### config.mk
export PLATFORM = sky130hd
export DESIGN_NAME = fpadd_param_pipe
export DESIGN_NICKNAME = d
export VERILOG_FILES = /design/src/rtl/fpadd_param_pipe.sv
export SDC_FILE = /design/constraint.sdc
export NUM_CORES = 1
export LEC_CHECK = 0
export CAP_MARGIN = 20
export CORE_UTILIZATION = 30
export DETAILED_ROUTE_END_ITERATION = 6
export HOLD_SLACK_MARGIN = 0.05
export RECOVER_POWER = 25
export SLEW_MARGIN = 20
export SYNTH_ARGS = -nofsm -noshare
export SYNTH_HDL_FRONTEND = slang
export SYNTH_SLANG_ARGS = --single-unit
### constraint.sdc
create_clock -name clk -period 6.1 [get_ports clk]
set_input_delay 0.915 -clock clk [delete_from_list [all_inputs] [get_ports clk]]
set_output_delay 0.915 -clock clk [all_outputs]
set_load 0.02 [all_outputs]
### src/rtl/fpadd_param_pipe.sv
// ---------------------------------------------------------------------------
// fpadd_param_pipe
//   Parametrised 3-stage pipelined floating-point adder/subtractor with
//   valid/ready flow control. Subnormal inputs are flushed to zero. Rounding
//   is round-to-nearest-even. Zero, infinity and NaN operands are handled.
//
//   Stage 1: unpack, classify, resolve special operands, order by magnitude
//   Stage 2: align the smaller significand and add/subtract
//   Stage 3: normalise, round, detect overflow/underflow, pack
//
// Ports
//   clk        in   1      rising-edge clock
//   reset      in   1      synchronous, active-high; flushes every stage
//   in_valid   in   1      operands/op/tag valid
//   in_ready   out  1      transfer in when in_valid & in_ready
//   op_a       in   W      operand A {sign, exp, frac}
//   op_b       in   W      operand B
//   op_sub     in   1      0: A+B, 1: A-B
//   in_tag     in   TAG_W  opaque tag returned with the result
//   out_valid  out  1      result valid
//   out_ready  in   1      transfer out when out_valid & out_ready
//   result     out  W      packed sum
//   out_tag    out  TAG_W  tag of this result
//   out_flags  out  4      {invalid, overflow, underflow, inexact}
// ---------------------------------------------------------------------------
module fpadd_param_pipe #(
   parameter int EXP_W = 8,
   parameter int MAN_W = 23,
   parameter int TAG_W = 4,
   localparam int W = 1 + EXP_W + MAN_W
) (
   input  logic             clk,
   input  logic             reset,
   input  logic             in_valid,
   output logic             in_ready,
   input  logic [W-1:0]     op_a,
   input  logic [W-1:0]     op_b,
   input  logic             op_sub,
   input  logic [TAG_W-1:0] in_tag,
   output logic             out_valid,
   input  logic             out_ready,
   output logic [W-1:0]     result,
   output logic [TAG_W-1:0] out_tag,
   output logic [3:0]       out_flags
);

   // significand layout: {hidden, frac, guard, round, sticky}
   localparam int SIG_W     = MAN_W + 4;
   localparam int SUM_W     = SIG_W + 1;
   localparam int LZ_W      = $clog2(SIG_W + 1);
   localparam int XE_W      = EXP_W + 2;
   localparam int SHIFT_MAX = MAN_W + 3;

   localparam logic [EXP_W-1:0]       EXP_ONES = {EXP_W{1'b1}};
   localparam logic signed [XE_W-1:0] EXP_INF  = $signed({2'b00, {EXP_W{1'b1}}});
   localparam logic [W-1:0]           QNAN     = {1'b0, {EXP_W{1'b1}}, 1'b1, {(MAN_W-1){1'b0}}};

   // Leading-zero count of a significand; returns SIG_W for an all-zero input.
   function automatic logic [LZ_W-1:0] lzc(input logic [SIG_W-1:0] v);
      logic [LZ_W-1:0] n;
      logic            found;
      n     = LZ_W'(SIG_W);
      found = 1'b0;
      for (int i = SIG_W - 1; i >= 0; i--) begin
         if (!found && v[i]) begin
            n     = LZ_W'(SIG_W - 1 - i);
            found = 1'b1;
         end
      end
      return n;
   endfunction

   logic adv;

   // stage 1 registers
   logic             s1_valid_q, s1_valid_d;
   logic [TAG_W-1:0] s1_tag_q, s1_tag_d;
   logic             s1_sign_q, s1_sign_d;
   logic             s1_sub_q, s1_sub_d;
   logic [EXP_W-1:0] s1_ex_q, s1_ex_d, s1_ey_q, s1_ey_d;
   logic [MAN_W-1:0] s1_fx_q, s1_fx_d, s1_fy_q, s1_fy_d;
   logic             s1_spec_q, s1_spec_d;
   logic [W-1:0]     s1_spec_res_q, s1_spec_res_d;
   logic [3:0]       s1_spec_flags_q, s1_spec_flags_d;

   // stage 2 registers
   logic             s2_valid_q, s2_valid_d;
   logic [TAG_W-1:0] s2_tag_q, s2_tag_d;
   logic             s2_sign_q, s2_sign_d;
   logic [EXP_W-1:0] s2_ex_q, s2_ex_d;
   logic [SUM_W-1:0] s2_sum_q, s2_sum_d;
   logic             s2_spec_q, s2_spec_d;
   logic [W-1:0]     s2_spec_res_q, s2_spec_res_d;
   logic [3:0]       s2_spec_flags_q, s2_spec_flags_d;

   // output registers
   logic             out_valid_q, out_valid_d;
   logic [W-1:0]     result_q, result_d;
   logic [TAG_W-1:0] out_tag_q, out_tag_d;
   logic [3:0]       out_flags_q, out_flags_d;

   // stage 1 decode
   logic             a_sign, b_sign, a_zero, b_zero, a_inf, b_inf, a_nan, b_nan, swap;
   logic [EXP_W-1:0] a_exp, b_exp;
   logic [MAN_W-1:0] a_frac, b_frac;

   // stage 2 datapath
   logic [EXP_W-1:0] s2_d_exp;
   logic [SIG_W-1:0] mx, my, aligned, mask;
   logic [SUM_W-1:0] sum_n;

   // stage 3 datapath
   logic [LZ_W-1:0]         lz;
   logic [SIG_W-1:0]        norm_m;
   logic signed [XE_W-1:0]  ex_ext, norm_e, fin_e;
   logic [MAN_W+1:0]        rnd;
   logic [MAN_W-1:0]        fin_f;
   logic                    g_bit, r_bit, s_bit, round_up, inexact;
   logic [W-1:0]            res_n;
   logic [3:0]              flags_n;

   // Every stage advances together whenever the output slot is free or draining.
   always_comb begin
      adv      = !out_valid_q || out_ready;
      in_ready = adv;
   end

   // Stage 1: classify operands, resolve special cases, order by magnitude.
   always_comb begin
      a_sign = op_a[W-1];
      b_sign = op_b[W-1] ^ op_sub;
      a_exp  = op_a[W-2:MAN_W];
      b_exp  = op_b[W-2:MAN_W];
      a_frac = op_a[MAN_W-1:0];
      b_frac = op_b[MAN_W-1:0];
      a_zero = (a_exp == {EXP_W{1'b0}});
      b_zero = (b_exp == {EXP_W{1'b0}});
      a_inf  = (a_exp == EXP_ONES) && (a_frac == {MAN_W{1'b0}});
      b_inf  = (b_exp == EXP_ONES) && (b_frac == {MAN_W{1'b0}});
      a_nan  = (a_exp == EXP_ONES) && (a_frac != {MAN_W{1'b0}});
      b_nan  = (b_exp == EXP_ONES) && (b_frac != {MAN_W{1'b0}});
      swap   = (op_b[W-2:0] > op_a[W-2:0]);

      s1_valid_d      = s1_valid_q;
      s1_tag_d        = s1_tag_q;
      s1_sign_d       = s1_sign_q;
      s1_sub_d        = s1_sub_q;
      s1_ex_d         = s1_ex_q;
      s1_ey_d         = s1_ey_q;
      s1_fx_d         = s1_fx_q;
      s1_fy_d         = s1_fy_q;
      s1_spec_d       = s1_spec_q;
      s1_spec_res_d   = s1_spec_res_q;
      s1_spec_flags_d = s1_spec_flags_q;

      if (adv) begin
         s1_valid_d = in_valid;
         if (in_valid) begin
            s1_tag_d = in_tag;
            s1_sub_d = a_sign ^ b_sign;
            if (swap) begin
               s1_sign_d = b_sign;
               s1_ex_d   = b_exp;
               s1_ey_d   = a_exp;
               s1_fx_d   = b_frac;
               s1_fy_d   = a_frac;
            end else begin
               s1_sign_d = a_sign;
               s1_ex_d   = a_exp;
               s1_ey_d   = b_exp;
               s1_fx_d   = a_frac;
               s1_fy_d   = b_frac;
            end

            s1_spec_d       = 1'b1;
            s1_spec_flags_d = 4'b0000;
            if (a_nan || b_nan) begin
               s1_spec_res_d = QNAN;
            end else if (a_inf && b_inf && (a_sign != b_sign)) begin
               s1_spec_res_d   = QNAN;
               s1_spec_flags_d = 4'b1000;
            end else if (a_inf) begin
               s1_spec_res_d = {a_sign, EXP_ONES, {MAN_W{1'b0}}};
            end else if (b_inf) begin
               s1_spec_res_d = {b_sign, EXP_ONES, {MAN_W{1'b0}}};
            end else if (a_zero && b_zero) begin
               // only (-0)+(-0) keeps the negative sign
               s1_spec_res_d = {a_sign & b_sign, {(W-1){1'b0}}};
            end else if (a_zero) begin
               s1_spec_res_d = {b_sign, op_b[W-2:0]};
            end else if (b_zero) begin
               s1_spec_res_d = {a_sign, op_a[W-2:0]};
            end else begin
               s1_spec_d     = 1'b0;
               s1_spec_res_d = {W{1'b0}};
            end
         end else begin
            s1_spec_d = 1'b0;
         end
      end else begin
         s1_valid_d = s1_valid_q;
      end
   end

   // Stage 2: align the smaller significand with sticky collection, then add/subtract.
   always_comb begin
      s2_d_exp = s1_ex_q - s1_ey_q;
      mx       = {1'b1, s1_fx_q, 3'b000};
      my       = {1'b1, s1_fy_q, 3'b000};
      mask     = {SIG_W{1'b0}};
      if (int'(s2_d_exp) >= SHIFT_MAX) begin
         // Y lies entirely below the sticky position
         aligned = {{(SIG_W-1){1'b0}}, 1'b1};
      end else begin
         mask    = ~({SIG_W{1'b1}} << s2_d_exp);
         aligned = (my >> s2_d_exp) | {{(SIG_W-1){1'b0}}, |(my & mask)};
      end
      if (s1_sub_q) begin
         sum_n = {1'b0, mx} - {1'b0, aligned};
      end else begin
         sum_n = {1'b0, mx} + {1'b0, aligned};
      end

      s2_valid_d      = s2_valid_q;
      s2_tag_d        = s2_tag_q;
      s2_sign_d       = s2_sign_q;
      s2_ex_d         = s2_ex_q;
      s2_sum_d        = s2_sum_q;
      s2_spec_d       = s2_spec_q;
      s2_spec_res_d   = s2_spec_res_q;
      s2_spec_flags_d = s2_spec_flags_q;
      if (adv) begin
         s2_valid_d = s1_valid_q;
         if (s1_valid_q) begin
            s2_tag_d        = s1_tag_q;
            s2_sign_d       = s1_sign_q;
            s2_ex_d         = s1_ex_q;
            s2_sum_d        = sum_n;
            s2_spec_d       = s1_spec_q;
            s2_spec_res_d   = s1_spec_res_q;
            s2_spec_flags_d = s1_spec_flags_q;
         end else begin
            s2_spec_d = 1'b0;
         end
      end else begin
         s2_valid_d = s2_valid_q;
      end
   end

   // Stage 3: normalise, round to nearest-even, range-check and pack.
   always_comb begin
      ex_ext = $signed({2'b00, s2_ex_q});
      lz     = lzc(s2_sum_q[SIG_W-1:0]);
      if (s2_sum_q[SUM_W-1]) begin
         // carry out: drop one bit into sticky
         norm_m = s2_sum_q[SUM_W-1:1] | {{(SIG_W-1){1'b0}}, s2_sum_q[0]};
         norm_e = ex_ext + $signed({{(XE_W-1){1'b0}}, 1'b1});
      end else begin
         norm_m = s2_sum_q[SIG_W-1:0] << lz;
         norm_e = ex_ext - $signed({{(XE_W-LZ_W){1'b0}}, lz});
      end

      g_bit    = norm_m[2];
      r_bit    = norm_m[1];
      s_bit    = norm_m[0];
      round_up = g_bit & (r_bit | s_bit | norm_m[3]);
      inexact  = g_bit | r_bit | s_bit;
      rnd      = {1'b0, norm_m[SIG_W-1:3]} + {{(MAN_W+1){1'b0}}, round_up};
      if (rnd[MAN_W+1]) begin
         fin_e = norm_e + $signed({{(XE_W-1){1'b0}}, 1'b1});
         fin_f = rnd[MAN_W:1];
      end else begin
         fin_e = norm_e;
         fin_f = rnd[MAN_W-1:0];
      end

      if (s2_spec_q) begin
         res_n   = s2_spec_res_q;
         flags_n = s2_spec_flags_q;
      end else if (s2_sum_q == {SUM_W{1'b0}}) begin
         // exact cancellation of nonzero operands gives +0
         res_n   = {W{1'b0}};
         flags_n = 4'b0000;
      end else if (fin_e >= EXP_INF) begin
         res_n   = {s2_sign_q, EXP_ONES, {MAN_W{1'b0}}};
         flags_n = 4'b0101;
      end else if (fin_e[XE_W-1] || (fin_e == {XE_W{1'b0}})) begin
         res_n   = {s2_sign_q, {(W-1){1'b0}}};
         flags_n = 4'b0011;
      end else begin
         res_n   = {s2_sign_q, fin_e[EXP_W-1:0], fin_f};
         flags_n = {3'b000, inexact};
      end

      out_valid_d = out_valid_q;
      result_d    = result_q;
      out_tag_d   = out_tag_q;
      out_flags_d = out_flags_q;
      if (adv) begin
         out_valid_d = s2_valid_q;
         if (s2_valid_q) begin
            result_d    = res_n;
            out_tag_d   = s2_tag_q;
            out_flags_d = flags_n;
         end else begin
            out_flags_d = out_flags_q;
         end
      end else begin
         out_valid_d = out_valid_q;
      end
   end

   // Pipeline state; reset drops every in-flight operation.
   always_ff @(posedge clk) begin
      if (reset) begin
         s1_valid_q      <= 1'b0;
         s1_tag_q        <= {TAG_W{1'b0}};
         s1_sign_q       <= 1'b0;
         s1_sub_q        <= 1'b0;
         s1_ex_q         <= {EXP_W{1'b0}};
         s1_ey_q         <= {EXP_W{1'b0}};
         s1_fx_q         <= {MAN_W{1'b0}};
         s1_fy_q         <= {MAN_W{1'b0}};
         s1_spec_q       <= 1'b0;
         s1_spec_res_q   <= {W{1'b0}};
         s1_spec_flags_q <= 4'b0000;
         s2_valid_q      <= 1'b0;
         s2_tag_q        <= {TAG_W{1'b0}};
         s2_sign_q       <= 1'b0;
         s2_ex_q         <= {EXP_W{1'b0}};
         s2_sum_q        <= {SUM_W{1'b0}};
         s2_spec_q       <= 1'b0;
         s2_spec_res_q   <= {W{1'b0}};
         s2_spec_flags_q <= 4'b0000;
         out_valid_q     <= 1'b0;
         result_q        <= {W{1'b0}};
         out_tag_q       <= {TAG_W{1'b0}};
         out_flags_q     <= 4'b0000;
      end else begin
         s1_valid_q      <= s1_valid_d;
         s1_tag_q        <= s1_tag_d;
         s1_sign_q       <= s1_sign_d;
         s1_sub_q        <= s1_sub_d;
         s1_ex_q         <= s1_ex_d;
         s1_ey_q         <= s1_ey_d;
         s1_fx_q         <= s1_fx_d;
         s1_fy_q         <= s1_fy_d;
         s1_spec_q       <= s1_spec_d;
         s1_spec_res_q   <= s1_spec_res_d;
         s1_spec_flags_q <= s1_spec_flags_d;
         s2_valid_q      <= s2_valid_d;
         s2_tag_q        <= s2_tag_d;
         s2_sign_q       <= s2_sign_d;
         s2_ex_q         <= s2_ex_d;
         s2_sum_q        <= s2_sum_d;
         s2_spec_q       <= s2_spec_d;
         s2_spec_res_q   <= s2_spec_res_d;
         s2_spec_flags_q <= s2_spec_flags_d;
         out_valid_q     <= out_valid_d;
         result_q        <= result_d;
         out_tag_q       <= out_tag_d;
         out_flags_q     <= out_flags_d;
      end
   end

   assign out_valid = out_valid_q;
   assign result    = result_q;
   assign out_tag   = out_tag_q;
   assign out_flags = out_flags_q;

endmodule

==> impl_metrics.toml, run 1 <==
[clocking]
cts_tree = "yes"
clkTransAtPathRegs_ns = 0.06
htreeDepth = 1
cts_buffers = 25
clock-root-buffer = "clkbuf_16"
clkLatencyLatePin_ns = 0.55
clkSinkCount = 220
cts_buffer_depth = 3

[routing]
dr.first_iter.drc_count = 1834
drt_wl_total_um = 70310
antenna_left = 0
first_pass_iters = 5
drcViolationCount = 0
routed_via_density = 5.648
wire_per_inst_um = 20.49
vias = 19380

[sta]
rsz0062_at_grt = "true"
worst_slew_pin_slew_ns = 3.929
min_period_over_period_pct = 94.83
max_freq_mhz = 172.9
slew_headroom_pct = -162.0
fin_skew_ns = 0.007756
period_needed_ns = 5.785
slew_violations = 160
setup_viol = 0
finalHoldViolations = 0

[logic_synthesis]
synth-edff-count = 0
synth_area_leaders = "dfxtp_1 25%, a21oi_1 6.7%, ha_1 6.6%"
synthXorXnorAreaFrac_pct = 3.315
ys_ff_latch = 220
synth.area.mux_share_pct = 5.773
syn_nets = 2651
synth_cell_type_count = 93
synth_compound_area_share_pct = 28.94
synth-adder-area-share_pct = 6.950
synth-main-ff-cell = "dfxtp_1"
synthesis.instances = 2480
seq_area_frac_synth_pct = 24.51
syn_area_per_cell_sq_um = 7.244
netlist_area_sq_mm = 0.01797
yosys.area.top_type_share_pct = 24.51
synth.largest_area_cell = "dfxtp_1"
async_flop_share_pct = 0
synth_top_family_by_area = "compound AO/OA/AOI/OAI gates"
yosys.area_share.simple_pct = 23.80
ys_warn_count = 0

[flow_run]
drv_cap = 3

[setup_path]
critPathSlowestCell = "fa_2"
crit_type = "reg -> reg"
cp_slowest_stage_delay_ns = 0.57
required_ns = 6.56
cp_max_fo = 17
cp-start-kind = "flip-flop"
worstPathArrival_ns = 6.24
reg2reg_depth = 24
cp_cell_sequence = "inv_1 -> ha_1 -> inv_1 -> fa_2 -> buf_4 -> buf_4 -> mux4_2 -> mux4_2 -> nor2_1 -> or2_2 -> ha_1 -> a21o_1 -> a21oi_2 -> o21a_1 -> o31ai_4 -> a41oi_1 -> a2111oi_2 -> nor2_1 -> o21ai_1 -> a2111oi_1 -> nor3_1 -> a41oi_1 -> nand2_1 -> a311oi_1"
end_kind = "flip-flop"

[grt]
grt_util_all_layers_pct = 22.43
grt_antenna_before_repair = 1
grt_pass1_wl_um = 107300
grt_overflow = 0
grt_max_degree = 135
grt_pass1_vias = 18140

[placement]
io_buffers = 114
hpwl_um = 55230
placed_area_sq_mm = 0.02092
place.gp.congestion = 0.9705
place_inst = 3383

[die]
rows = 89
initial_utilization_pct = 30.38
die_area_sq_mm = 0.06087
fp.dieW_um = 246.7
coreArea_sq_mm = 0.05913
ios = 115
fp.dieH_um = 246.7

[layout]
n_antenna_cell = 0
fin_cells = 3431
areaGrowthSynthToFinish_pct = 21.94
final_util_pct = 37.05
design_area_sq_mm = 0.02191
nNetsFinal = 2811
drive_gt1_share_pct = 13.43

[power_and_ir_drop]
leakagePower_nw = 9.002
max-vdd-ir-drop_v = 0.0002121
total_power_w = 0.006172
p_per_area_mw_per_mm2 = 281.7

[outcome]
outcome = "finished, violations left"
violations = "capacitance limit, slew limit"

[min_path]
hold_depth = 2
hold_class = "reg -> reg"
==> per-layer routing <==
metal | track usage [%] | part of all wire, % | vias to the layer above
li1 | - | - | 9325
met1 | 31.10 | 46 | 9180
met2 | 35.94 | 45 | 737
met3 | 2.995 | 6.3 | 133
met4 | 6.609 | 3.1 | 2
met5 | 0 | 0.013 | -
==> what timing repair did <==
| item | 4_1_cts | 5_1_grt |
|---|---|---|
| hold buffers | 0 | 0 |
| setup buffers | 1 | 2 |
| gates resized for setup | 4 | 38 |
| pin swaps | 2 | 18 |
| endpoints found under the setup margin | 3 | 40 |
==> worst paths after layout <==
check,startpoint,end,slack [ns]
worst max-delay path,s1_ex_q[0]$_SDFFE_PP0P_,s2_sum_q[26]$_SDFFE_PP0P_,0.32
worst min-delay path,s1_tag_q[2]$_SDFFE_PP0P_,s2_tag_q[2]$_SDFFE_PP0P_,0.45
worst max register to register,s1_ex_q[0]$_SDFFE_PP0P_,s2_sum_q[26]$_SDFFE_PP0P_,0.32
worst min register to register,s1_tag_q[2]$_SDFFE_PP0P_,s2_tag_q[2]$_SDFFE_PP0P_,0.45
==> Yosys cell counts (all sizes together) (10+ instances only) <==
cell / number
nor2: 309
nand2: 306
a21oi: 244
dfxtp: 220
clkbuf: 137
inv: 122
o21ai: 112
a211oi: 106
ha: 95
mux2i: 74
nand3: 58
nor3: 49
and3: 46
buf: 45
xnor2: 40
a21o: 34
nand4: 31
a22oi: 30
nor4: 29
xor2: 28
a22o: 22
o211ai: 22
o32ai: 21
nand2b: 19
a31oi: 18
mux2: 18
nor2b: 18
o22ai: 16
or3: 15
and2: 13
o21bai: 13
or4: 11
a221oi: 10
==> flip-flops by register name (all words and copies together), names as in the netlist, 4 cells and up <==
register and flops:
s2_sum_q 28, s1_ey_q 8, out_flags 4, s1_tag_q 4
s1_fy_q 23, s2_tag_q 4, s1_ex_q 8, s2_ex_q 8
out_tag 4, s2_spec_res_q 32, s1_spec_res_q 32, s1_fx_q 23
result 32
==> cell families (layout without fill, tap and decap cells) <==
| kind of cell | Yosys count | count (layout) |
|---|---|---|
| buffers and inverters | 305 | 483 |
| AOI/OAI and AO/OA | 765 | 765 |
| adders and majority gates | 98 | 98 |
| xor gates and xnor gates | 68 | 68 |
| muxes | 96 | 96 |
| DFF | 220 | 220 |
| and+or+nand+nor | 928 | 928 |
==> per-stage QoR <==
stage / setup TNS [ns] / hold WS (ns) / setup slack [ns]
final: 0 / 0.4520 / 0.3151
after global routing: -0.1955 / 0.4611 / -0.07180
after CTS: 0 / 0.4539 / 0.02282
after detailed placement: -0.1148 / 0.4439 / -0.09899
after global placement: -0.07906 / 0.4374 / -0.07906
after floorplan: 0 / 0.4315 / 0.1076
==> placed cells by master (no fill, tap or decap), types with 46 or more instances in the layout <==
cell | synthesis | layout
a211oi_1 | 106 | 103
a21oi_1 | 242 | 237
and3_1 | 46 | 46
buf_4 | 4 | 194
clkdlybuf4s50_1 | 0 | 71
dfxtp_1 | 220 | 220
ha_1 | 95 | 95
inv_1 | 117 | 116
mux2i_1 | 74 | 72
nand2_1 | 304 | 302
nand3_1 | 56 | 55
nor2_1 | 304 | 302
nor3_1 | 47 | 46
o21ai_0 | 108 | 100
==> final cells by class <==
class | count | area (sq um)
inverters | 123 | 464.2
flip-flops and latches | 220 | 4404
fillers | 6131 | 37220
clock buffers | 29 | 660.6
well taps | 773 | 967.2
repair buffers | 315 | 2714
clock inverters | 16 | 158.9
multi-input cells | 1955 | 12540
==> power by group <==
part	switching [W]	internal, W	leakage, nW	total (W)
clock	0.000639	0.000868	0.411	0.00151
sequential	0.0000992	0.00151	1.80	0.00160
combinational	0.00183	0.00123	6.80	0.00306
total	0.00257	0.00361	9.00	0.00617
==> critical path, delay by kind of cell, from the launching register on <==
| family | cells | cell delay (ns) |
|---|---|---|
| AND/OR/NAND/NOR | 5 | 0.64 |
| AO/OA/AOI/OAI | 10 | 2.20 |
| multiplexers | 2 | 1.02 |
| flip-flops | 1 | 0.31 |
| buffers and inverters | 4 | 0.49 |
| adder cells (fa/ha/maj) | 3 | 1.03 |
Note: power is estimated with default switching activity, not from simulation.
==> run 2, diff against run 1 <==
--- a/config.mk
+++ b/config.mk
@@ -7,6 +7,7 @@
 export LEC_CHECK = 0
 export CAP_MARGIN = 20
 export CORE_UTILIZATION = 30
+export CTS_CLUSTER_SIZE = 12
 export DETAILED_ROUTE_END_ITERATION = 6
 export HOLD_SLACK_MARGIN = 0.05
 export RECOVER_POWER = 25
==> run 2 against run 1 <==
The run still ends with capacitance limit, slew limit left. Clock power is 5% lower. Die area stayed put. Via count is 0.40% lower. Core utilization is 0.10 points lower. Non-clock buffer count stayed put. Count of clock-buffer cells in the layout is 7 higher. First-iteration DRC count is 0.16% higher. Sequential cell count stayed put. Total power is 1.1% lower. Sequential share of layout area is 0.055 points higher. Critical path depth is 1 higher. Design area is 0.27% lower. Largest power group unchanged.
==> impl_metrics.toml, run 2 (same netlist as run 1, synthesis figures left out) <==
[setup_path]
reg2reg_depth = 25
worstPathArrival_ns = 6.26
crit_type = "reg -> reg"
required_ns = 6.55
cp-start-kind = "flip-flop"
cp_max_fo = 17
end_kind = "flip-flop"

[outcome]
outcome = "finished, violations left"
violations = "capacitance limit, slew limit"

[routing]
wl_met1_um = 32080
antenna_left = 0
wire_per_inst_um = 20.49
dr.max_layer_used = "met5"
routed_via_density = 5.633
vias = 19300
wl_met3_um = 4401
met2RoutedLength_um = 31620
drcViolationCount = 0
dr.first_iter.drc_count = 1837
drt_wl_total_um = 70190
first_pass_iters = 6

[sta]
min_period_over_period_pct = 95.32
finalHoldViolations = 0
slew_headroom_pct = -162.2
period_needed_ns = 5.815
max_freq_mhz = 172.0
rsz0062_at_grt = "true"
fin_skew_ns = 0.02089
setup_viol = 0
timing.final.ws_setup_ns = 0.2853
worst_slew_pin_slew_ns = 3.933
slew_violations = 160

[layout]
drive_gt1_share_pct = 13.04
areaGrowthSynthToFinish_pct = 21.61
multiInputGateArea_sq_mm = 0.01254
seqCellArea_sq_mm = 0.004404
nNetsFinal = 2811
fin_cells = 3426
final_util_pct = 36.95
design_area_sq_mm = 0.02185
final_cell_mix = "302 x nor2_1, 302 x nand2_1, 237 x a21oi_1"
n_antenna_cell = 0
nFillCells = 6124

[die]
fp.dieH_um = 246.7
ios = 115
initial_utilization_pct = 30.38
rows = 89
die_area_sq_mm = 0.06087
coreArea_sq_mm = 0.05913
fp.dieW_um = 246.7

[flow_run]
drv_cap = 3

[grt]
grt_max_degree = 135
grt_overflow = 0
grt_pass1_vias = 18140
grt_util_all_layers_pct = 22.44
grt_pass1_wl_um = 107300
grt_antenna_before_repair = 1

[clocking]
cts_buffers = 25
clock-root-buffer = "clkbuf_16"
clkSinkCount = 220
htreeDepth = 1
cts_tree = "yes"
clkLatencyLatePin_ns = 0.56
clkTransAtPathRegs_ns = 0.06
cts_buffer_depth = 3

[placement]
place_inst = 3383
place_ws_ns = -0.09899
placed_area_sq_mm = 0.02092
io_buffers = 114
place.gp.congestion = 0.9705
hpwl_um = 55230

[power_and_ir_drop]
leakagePower_nw = 8.958
total_power_w = 0.006107
max-vdd-ir-drop_v = 0.0002050
p_per_area_mw_per_mm2 = 279.5

[min_path]
hold_class = "reg -> reg"
hold_depth = 2
run 2: changes by cell type in the layout (fill, tap and decap cells not counted), sizes merged:
cell | before | now
bufinv | 2 | 1
clkinv | 12 | 2
clkbuf | 30 | 37
inv | 124 | 123
run 2: layout make-up:
type | count | share of cell area [%]
multi-input cells | 1955 | 57.39
flip-flops and latches | 220 | 20.16
repair buffers | 315 | 12.42
well taps | 773 | 4.427
clock buffers | 36 | 3.190
inverters | 123 | 2.125
clock inverters | 4 | 0.2863
run 2: final timing paths:
check,endpoint,slack [ns],startpoint
worst max-delay path,s2_sum_q[24]$_SDFFE_PP0P_,0.29,s1_ex_q[0]$_SDFFE_PP0P_
worst min-delay path,s2_tag_q[2]$_SDFFE_PP0P_,0.44,s1_tag_q[2]$_SDFFE_PP0P_
worst max register to register,s2_sum_q[24]$_SDFFE_PP0P_,0.29,s1_ex_q[0]$_SDFFE_PP0P_
worst min register to register,s2_tag_q[2]$_SDFFE_PP0P_,0.44,s1_tag_q[2]$_SDFFE_PP0P_
run 2: critical path: stages, from the launching register on:
cell	delay [ns]
dfxtp_1	0.31
inv_1	0.05
ha_1	0.15
inv_1	0.05
fa_2	0.57
buf_4	0.23
buf_4	0.16
mux4_2	0.54
mux4_2	0.48
nor2_1	0.13
or2_2	0.15
ha_1	0.31
a21o_1	0.23
a21oi_2	0.19
o21a_1	0.20
o31ai_4	0.10
a41oi_1	0.33
a2111oi_2	0.12
nor2_1	0.15
o21ai_1	0.12
a2111oi_1	0.40
nor3_1	0.11
buf_4	0.14
mux2i_1	0.15
xor2_1	0.08
a211oi_1	0.24
run 2: power by group:
group / total, W / leakage [nW] / switching (W) / internal, W
Clock: 0.00144 / 0.367 / 0.000612 / 0.000831
Combinational: 0.00306 / 6.80 / 0.00183 / 0.00123
Sequential: 0.00160 / 1.80 / 0.0000988 / 0.00151
Total: 0.00611 / 8.96 / 0.00254 / 0.00357
run 2: stage by stage:
step / setup TNS [ns] / hold slack (ns)
floorplan: 0 / 0.4315
global placement: -0.07906 / 0.4374
detailed placement: -0.1148 / 0.4439
CTS: 0 / 0.4480
global route: -0.2589 / 0.4558
finish: 0 / 0.4448
run 2: what timing repair did:
item | 4_1_cts | 5_1_grt
endpoints found under the setup margin | 3 | 40
pin swaps | 2 | 19
buffers inserted | 1 | 2
endpoints found under the hold margin | 0 | 0
resized for setup | 4 | 38
hold buffers | 0 | 0
run 2: per-layer routing:
layer,track usage (%),vias to the layer above
li1,-,9310
met5,0,-
met3,3.202,128
met1,30.96,9173
met2,35.98,687
met4,6.609,2
==> run 3, diff against run 2 <==
--- a/config.mk
+++ b/config.mk
@@ -10,6 +10,7 @@
 export CTS_CLUSTER_SIZE = 12
 export DETAILED_ROUTE_END_ITERATION = 6
 export HOLD_SLACK_MARGIN = 0.05
+export PLACE_DENSITY = 0.43
 export RECOVER_POWER = 25
 export SLEW_MARGIN = 20
 export SYNTH_ARGS = -nofsm -noshare
==> constraint.sdc (replaced) <==
create_clock -name clk -period 7.1 [get_ports clk]
set_input_delay 1.065 -clock clk [delete_from_list [all_inputs] [get_ports clk]]
set_output_delay 1.065 -clock clk [all_outputs]
set_load 0.02 [all_outputs]
==> run 3 against run 2 <==
The flow finishes with violations (DRC, capacitance limit, slew limit). First-iteration DRC count down 20%. Sequential power down 13%. Design area down 5.1%. Non-clock buffer count down 141. Largest power group unchanged. Highest routed layer is now met4.
==> impl_metrics.toml, run 3 (same netlist as run 1, synthesis figures left out) <==
[clocking]
cts_hold_buffers = 0
htreeDepth = 1
post_cts_buffers = 0
postCtsResizedCells = 0
cts_buffer_depth = 3
cts_tree = "yes"
clkTransAtPathRegs_ns = 0.06
clkSinkCount = 220
clock-root-buffer = "clkbuf_16"
cts_buffers = 26
clkLatencyLatePin_ns = 0.54

[placement]
hpwl_um = 57780
place.gp.congestion = 0.9522
io_buffers = 114

[routing]
dr.first_iter.drc_count = 1478
first_pass_iters = 7
vias = 18730
drt_wl_total_um = 75230
wire_per_inst_um = 22.84
routed_via_density = 5.688
antenna_left = 0
drcViolationCount = 4

[die]
coreArea_sq_mm = 0.05913
die_area_sq_mm = 0.06087
fp.dieH_um = 246.7
initial_utilization_pct = 30.38
fp.dieW_um = 246.7
ios = 115
rows = 89

[grt]
grt_pass1_wl_um = 113700
grt_antenna_before_repair = 2
grt_pass1_vias = 17830
grt_util_all_layers_pct = 24.28
grt_max_degree = 109
grt_overflow = 0

[outcome]
violations = "DRC, capacitance limit, slew limit"
outcome = "finished, violations left"

[min_path]
whs_endpoint = "s2_spec_res_q[30]$_SDFFE_PP0P_"
min-delay-start = "s1_spec_res_q[30]$_SDFFE_PP0P_"
hold_class = "reg -> reg"
hold_depth = 2

[flow_run]
drv_cap = 2

[setup_path]
cp_max_fo = 15
r2r-end = "result[28]$_SDFFE_PP0P_"
required_ns = 7.55
reg2reg_depth = 16
end_kind = "flip-flop"
cp-start-kind = "flip-flop"
ff2ff_setup_slack_ns = 0.68
crit_type = "reg -> reg"
crit-reg2reg-launch = "s2_sum_q[20]$_SDFFE_PP0P_"
worstPathArrival_ns = 6.88

[layout]
final_cell_mix = "303 x nand2_1, 301 x nor2_1, 241 x a21oi_1"
nFillCells = 6349
areaGrowthSynthToFinish_pct = 15.43
nNetsFinal = 2671
final_util_pct = 35.07
drive_gt1_share_pct = 7.821
final_common_cell = "nand2_1"

[sta]
fin_skew_ns = 0.01161
holdWs_ns = 0.4525
min_period_over_period_pct = 90.48
worst_slew_pin_slew_ns = 2.144
max_freq_mhz = 155.7
setup_tns_ns = 0
finalHoldViolations = 0
slew_headroom_pct = -42.95
setup_viol = 0
period_needed_ns = 6.424
slew_violations = 83
rsz0062_at_grt = "false"

[power_and_ir_drop]
p_per_area_mw_per_mm2 = 247.3
max-vdd-ir-drop_v = 0.0001646
leakagePower_nw = 8.302
## run 3: how the worst max path moves through the flow
stage | startpoint | to | slack [ns] | cells past startpoint
after floorplan | s1_ex_q[0]$_SDFFE_PP0P_ | s2_sum_q[25]$_SDFFE_PP0P_ | 1.11 | 34
after global placement | s1_ex_q[0]$_SDFFE_PP0P_ | s2_sum_q[25]$_SDFFE_PP0P_ | 0.46 | 32
after detailed placement | s1_ex_q[0]$_SDFFE_PP0P_ | s2_sum_q[25]$_SDFFE_PP0P_ | 0.28 | 32
after CTS | s1_ex_q[0]$_SDFFE_PP0P_ | s2_sum_q[25]$_SDFFE_PP0P_ | 0.25 | 32
after global routing | s1_ey_q[2]$_SDFFE_PP0P_ | s2_sum_q[26]$_SDFFE_PP0P_ | 0.01 | 25
final | s2_sum_q[20]$_SDFFE_PP0P_ | result[28]$_SDFFE_PP0P_ | 0.68 | 16
## run 3: critical path, cell delays in order (launching register included)
cell       delay [ns]
dfxtp_1          0.42
or4_1            0.70
nor4_4           0.41
nand3_2          0.25
a21oi_2          0.75
mux2_2           0.42
a31oi_1          0.51
or2_2            0.21
o221ai_1         0.19
or4_1            0.67
nor4_4           0.35
nand2_2          0.21
buf_4            0.22
o2111ai_1        0.27
a31oi_2          0.17
nand3b_1         0.37
o211ai_1         0.19
## run 3: power by group
| group | internal, W | leakage [nW] | switching, W |
|---|---|---|---|
| clock | 0.000817 | 0.430 | 0.000541 |
| sequential | 0.00129 | 1.80 | 0.000103 |
| combinational | 0.000837 | 6.08 | 0.00154 |
## run 3: layout make-up
class,instances,area (sq um),share of cell area (%)
Multi-Input combinational cell,1955,12410,59.86
Sequential cell,220,4404,21.24
Timing Repair Buffer,174,1610,7.765
Tap cell,773,967.2,4.664
Clock buffer,36,759.5,3.662
Inverter,123,465.4,2.244
Clock inverter,11,113.9,0.5491
Antenna cell,1,2.502,0.01207
## run 3: routing by layer
metal / track usage, % / wire length, um / up-vias
met5: 0 / 0 / -
met4: 6.863 / 2348 / 0
met3: 2.431 / 3746 / 128
met2: 38.57 / 33410 / 644
met1: 34.52 / 35720 / 8917
li1: - / - / 9043
## run 3: metrics by stage
| stage | total power [W] | setup WS, ns | cells | cell area [sq um] |
|---|---|---|---|---|
| 2_1_floorplan | 0.002957 | 1.108 | 2480 | 17970 |
| 5_1_grt | 0.005417 | 0.01167 | 3292 | 20730 |
| 3_3_place_gp | 0.003778 | 0.4618 | 3245 | 19850 |
| 3_5_place_dp | 0.003757 | 0.2767 | 3245 | 19850 |
| 6_report | 0.005129 | 0.6758 | 3293 | 20740 |
| 4_1_cts | 0.005131 | 0.2504 | 3292 | 20720 |
